[src/rtl/alu_pkg.sv]
// Shared types for the digit-serial ALU: opcode encoding and controller states.
package alu_pkg;

    typedef enum logic [2:0] {
        OP_ADD  = 3'b000,
        OP_SUB  = 3'b001,
        OP_AND  = 3'b010,
        OP_OR   = 3'b011,
        OP_XOR  = 3'b100,
        OP_NOTA = 3'b101,
        OP_SHL1 = 3'b110,
        OP_RSVD = 3'b111
    } alu_op_t;

    typedef enum logic [1:0] {
        IDLE = 2'd0,
        RUN  = 2'd1,
        DONE = 2'd2
    } alu_state_t;

endpackage

[src/rtl/alu_digit.sv]
// Combinational digit slice: one DIGIT-wide step of the ALU with carry in/out.
module alu_digit
    import alu_pkg::*;
#(
    parameter int DIGIT = 1
) (
    input  logic [DIGIT-1:0] a,
    input  logic [DIGIT-1:0] b,
    input  alu_op_t          op,
    input  logic             cin,
    input  logic             shin,
    output logic [DIGIT-1:0] res,
    output logic             cout
);

    logic [DIGIT-1:0] b_eff;
    logic [DIGIT:0]   sum;
    logic [DIGIT:0]   shl;

    // SUB runs as A + ~B + 1, the +1 coming from the preset carry.
    assign b_eff = (op == OP_SUB) ? ~b : b;
    assign sum   = {1'b0, a} + {1'b0, b_eff} + {{DIGIT{1'b0}}, cin};
    assign shl   = {a, shin};

    always_comb begin
        res  = '0;
        cout = 1'b0;
        case (op)
            OP_ADD, OP_SUB: begin
                res  = sum[DIGIT-1:0];
                cout = sum[DIGIT];
            end
            OP_AND:  res = a & b;
            OP_OR:   res = a | b;
            OP_XOR:  res = a ^ b;
            OP_NOTA: res = ~a;
            OP_SHL1: begin
                res  = shl[DIGIT-1:0];
                cout = shl[DIGIT];
            end
            default: begin
                res  = '0;
                cout = 1'b0;
            end
        endcase
    end

endmodule

[src/rtl/alu_serial.sv]
// Digit-serial ALU: LSD-first, DIGIT bits per clock, start/busy/done handshake.
module alu_serial
    import alu_pkg::*;
#(
    parameter  int WIDTH = 16,
    parameter  int DIGIT = 1,
    localparam int N     = WIDTH / DIGIT,
    localparam int CW    = $clog2(N + 1)
) (
    input  logic             clk,
    input  logic             rst_n,
    input  logic             on,
    input  logic [WIDTH-1:0] ina,
    input  logic [WIDTH-1:0] inb,
    input  logic [2:0]       op,
    output logic [WIDTH:0]   out,
    output logic [CW-1:0]    count,
    output logic             busy,
    output logic             done
);

    alu_state_t       state_q;
    logic [WIDTH-1:0] a_q;
    logic [WIDTH-1:0] b_q;
    logic [WIDTH-1:0] res_q;
    alu_op_t          op_q;
    logic             carry_q;
    logic [WIDTH:0]   out_q;
    logic [CW-1:0]    count_q;
    logic             busy_q;
    logic             done_q;

    logic [DIGIT-1:0]       dig_res;
    logic                   dig_cout;
    logic [WIDTH+DIGIT-1:0] res_cat;
    logic [WIDTH-1:0]       res_d;
    logic                   fin_carry;

    alu_digit #(.DIGIT(DIGIT)) u_digit (
        .a    (a_q[DIGIT-1:0]),
        .b    (b_q[DIGIT-1:0]),
        .op   (op_q),
        .cin  (carry_q),
        .shin (carry_q),
        .res  (dig_res),
        .cout (dig_cout)
    );

    // New digit enters at the top; after N steps the result is LSD-aligned.
    assign res_cat   = {dig_res, res_q};
    assign res_d     = res_cat[WIDTH+DIGIT-1:DIGIT];
    assign fin_carry = (op_q == OP_SUB) ? ~dig_cout : dig_cout;

    always_ff @(posedge clk) begin
        if (!rst_n) begin
            state_q <= IDLE;
            a_q     <= '0;
            b_q     <= '0;
            res_q   <= '0;
            op_q    <= OP_ADD;
            carry_q <= 1'b0;
            out_q   <= '0;
            count_q <= '0;
            busy_q  <= 1'b0;
            done_q  <= 1'b0;
        end else begin
            done_q <= 1'b0;
            case (state_q)
                IDLE, DONE: begin
                    if (on) begin
                        a_q     <= ina;
                        b_q     <= inb;
                        op_q    <= alu_op_t'(op);
                        res_q   <= '0;
                        count_q <= '0;
                        carry_q <= (alu_op_t'(op) == OP_SUB);
                        busy_q  <= 1'b1;
                        state_q <= RUN;
                    end else begin
                        state_q <= IDLE;
                    end
                end
                RUN: begin
                    a_q     <= a_q >> DIGIT;
                    b_q     <= b_q >> DIGIT;
                    res_q   <= res_d;
                    carry_q <= dig_cout;
                    count_q <= count_q + CW'(1);
                    if (count_q == CW'(N - 1)) begin
                        out_q   <= {fin_carry, res_d};
                        busy_q  <= 1'b0;
                        done_q  <= 1'b1;
                        state_q <= DONE;
                    end
                end
                default: begin
                    busy_q  <= 1'b0;
                    state_q <= IDLE;
                end
            endcase
        end
    end

    assign out   = out_q;
    assign count = count_q;
    assign busy  = busy_q;
    assign done  = done_q;

endmodule
[config.mk]
export PLATFORM = sky130hd
export DESIGN_NAME = alu_serial
export DESIGN_NICKNAME = d
export VERILOG_FILES = /design/src/rtl/alu_pkg.sv /design/src/rtl/alu_digit.sv /design/src/rtl/alu_serial.sv
export SDC_FILE = /design/constraint.sdc
export NUM_CORES = 1
export LEC_CHECK = 0
export CAP_MARGIN = 10
export CORE_MARGIN = 4
export CORE_UTILIZATION = 46
export CTS_CLUSTER_SIZE = 20
export DETAILED_ROUTE_END_ITERATION = 8
export PLACE_DENSITY = 0.77
export SYNTH_ARGS = -nofsm -noshare
export SYNTH_HDL_FRONTEND = slang
export SYNTH_HIERARCHICAL = 1
export SYNTH_SLANG_ARGS = --single-unit
[constraint.sdc]
create_clock -name clk -period 2.1 [get_ports clk]
set_clock_uncertainty 0.1 [all_clocks]
set_input_delay 0.525 -clock clk [delete_from_list [all_inputs] [get_ports clk]]
set_output_delay 0.525 -clock clk [all_outputs]
set_load 0.01 [all_outputs]
==> results.json <==
{
  "fin_setup_tns_ns": 0,
  "path_common_cell": "a21oi_2",
  "worstPathCellList": "nor2_2 > nand2_2 > xnor2_2 > fa_1 > mux4_2 > a21oi_2 > nand2_1 > a21oi_2",
  "clk_pin_slew_worst_paths_ns": 0.07,
  "synth_area_leader_cell": "dfxtp_1",
  "grt_usage": 0.172,
  "antenna_found_initial": 0,
  "syn_inst": 370,
  "yosys-top-cells-count": "77 x dfxtp_1, 72 x a21oi_1, 60 x nand2_1, 52 x nand3_1, 30 x a22oi_1",
  "rows": 29,
  "fin_crit_ns": 2.05,
  "globalplace.congestion": 0.829,
  "coreArea_mm2": 0.00649,
  "critPathBufInv": 0,
  "grt-ovfl-total": 0,
  "finalHoldViolCount": 0,
  "synth_edf_count": 0,
  "areaGrowthSynthToFinish_pct": 30.9,
  "p_comb_frac": 0.116,
  "hp-class": "flip-flop to flip-flop",
  "cp-end-kind": "flip-flop",
  "relSlewSlack": 0.732,
  "hold_path_depth": 2,
  "cp.depth": 8,
  "wire_per_inst_um": 13.8,
  "synth.most_common_cell": "dfxtp_1",
  "post-cts-setup-buffer-count": 0,
  "critical-path-max-stage-delay_ns": 0.47,
  "hold_buffers": 0,
  "fin_nets": 469,
  "cts-resized-gates": 1,
  "place_worst_setup_slack_ns": 0.0226,
  "cts_made_buffers": 9,
  "tightest_slew_ns": 0.402,
  "synth_area_leaders": "dfxtp_1 49%, a21oi_1 11%, nand3_1 8.3%, a22oi_1 7.2%, nand2_1 7.2%",
  "drv_slew": 0,
  "p_per_area_mw_per_mm2": 792,
  "initial_core_util": 0.484,
  "netlist-cell-type-count": 34,
  "startpoint_type": "flip-flop",
  "cts_tree": "built",
  "grt_pass1_vias": 2715,
  "drive_gt1_frac": 0.107,
  "grt_max_degree": 56,
  "grt_setup_unrepaired": "true",
  "fin_crit_sh": 0.976,
  "synth_top_area_frac": 0.491,
  "r2r_setup_slack_ns": 0.05,
  "crit_slowest_cell": "mux4_2",
  "clkPwrFrac": 0.409,
  "synth_ff_type": "dfxtp_1",
  "netSwitchingFraction": 0.228,
  "ant_nets": 0,
  "vias": 2860,
  "ir_worst_vdd_mv": 0.478,
  "critical_path_class": "flip-flop to flip-flop",
  "async_flop_share": 0,
  "clock_latency_ns": 0.34,
  "n_antenna_cell": 0,
  "die_h_um": 90.6,
  "cp.arrival_ns": 2.22,
  "stdcell_count": 508,
  "drc_errors": 0,
  "yosysWarnings": 6,
  "p_sw_uw": 742,
  "drt_iter0_drc": 104,
  "required_ns": 2.27,
  "wl_mm": 7.03,
  "postSynthAreaPerCell_um2": 8.49,
  "crit_family": "multiplexers",
  "reg2reg_depth": 8,
  "synth.cell_area_mm2": 0.00314,
  "fmax_mhz": 488,
  "postSynthNetCount": 413,
  "place_hpwl_mm": 4.68,
  "setup_viol": 0,
  "port_buffers": 61,
  "floorplan.die_area_mm2": 0.00822,
  "grt_pass1_wl_mm": 12.0,
  "p_leak_nw": 1.43,
  "cp_max_fo": 2,
  "clk_path_buf_depth": 2,
  "setup_slack_ns": 0.0494,
  "clock_sinks": 77,
  "p_int_mw": 2.52,
  "place_inst": 492,
  "drtPass1Iterations": 6,
  "ys_ff_latch": 77,
  "htree_levels": 3,
  "vias_per_cell": 5.63,
  "die_x_um": 90.6,
  "status": "finished clean",
  "seq_power_share": 0.475,
  "io_pins": 62,
  "yosysSeqAreaShare": 0.491,
  "max_cap_violations": 0,
  "clk_root_buffer_cell": "clkbuf_8"
}
cell type report:
cell class	instances	area, µm²
multi-input combinational	253	1430
inverter	7	26.3
fill	560	2380
sequential	77	1540
timing repair buffer	78	776
clock inverter	4	95.1
clock buffer	12	145
tap	77	96.3
power groups by stage:
| stage | Clock, mW | Combinational [mW] | Sequential, mW |
|---|---|---|---|
| finish | 1.33 | 0.377 | 1.55 |
| detailed placement | 0 | 0.371 | 1.58 |
| CTS | 1.36 | 0.373 | 1.55 |
| floorplan | 0 | 0.225 | 1.58 |
| global placement | 0 | 0.361 | 1.58 |
| global route | 1.41 | 0.416 | 1.55 |
stage by stage:
stage / hold WS (ns) / util / power, mW / area (µm²)
2_1_floorplan: 0.332 / - / 1.80 / 3140
3_3_place_gp: 0.342 / 0.593 / 1.94 / 3850
3_5_place_dp: 0.346 / 0.593 / 1.95 / 3850
4_1_cts: 0.356 / 0.631 / 3.28 / 4100
5_1_grt: 0.372 / 0.633 / 3.38 / 4110
6_report: 0.353 / 0.633 / 3.26 / 4110
cells in the final DEF (no fill, tap or decap), types with 2 or more instances in the layout:
cell type,Yosys,final
a22oi_1,30,30
clkbuf_1,6,2
a21oi_1,72,69
nand2b_1,4,3
bufinv_16,0,3
ha_1,4,4
nand2_1,60,59
clkdlybuf4s50_1,0,61
a21oi_2,0,3
nor2_1,8,7
inv_1,7,6
nand3_1,52,52
buf_12,0,3
buf_4,4,14
o21ai_0,2,2
dfxtp_1,77,76
clkbuf_8,0,10
kinds of logic after synthesis:
family / count (synthesis) / synth area share
AOI/OAI and AO/OA: 109 / 0.204
xor gates and xnor gates: 2 / 0.00558
adders and majority gates: 5 / 0.0223
buffers and inverters: 40 / 0.0649
DFF: 77 / 0.491
muxes: 3 / 0.0151
and+or+nand+nor: 134 / 0.198
worst register-to-register path, delay by kind of cell (launching register included):
| kind | cells | cell delay (ns) |
|---|---|---|
| flops | 1 | 0.33 |
| xor+xnor | 1 | 0.14 |
| simple gates | 3 | 0.27 |
| mux | 1 | 0.47 |
| compound gates | 2 | 0.26 |
| fa+ha+maj | 1 | 0.42 |
final timing paths:
path                 from         to
setup / recovery  op_q[2]  res_q[15]
hold / removal    out[12]    out[12]
setup reg to reg  op_q[2]  res_q[15]
hold reg to reg   out[12]    out[12]
routing by layer:
metal	GRT usage	part of all wire	vias to the layer above	routed length, µm
li1	-	-	1412	-
met1	0.199	0.42	1346	2960
met2	0.307	0.50	92	3510
met3	0.0458	0.068	10	481
met4	0.0548	0.011	0	79
met5	0	0	-	0
state kept, by name (all words and copies together) (netlist names):
signal	flops
b_q	16
busy	1
state_q	2
done	1
carry_q	1
op_q	3
a_q	16
count	5
out	17
res_q	15
(Power assumes the default switching activity.)
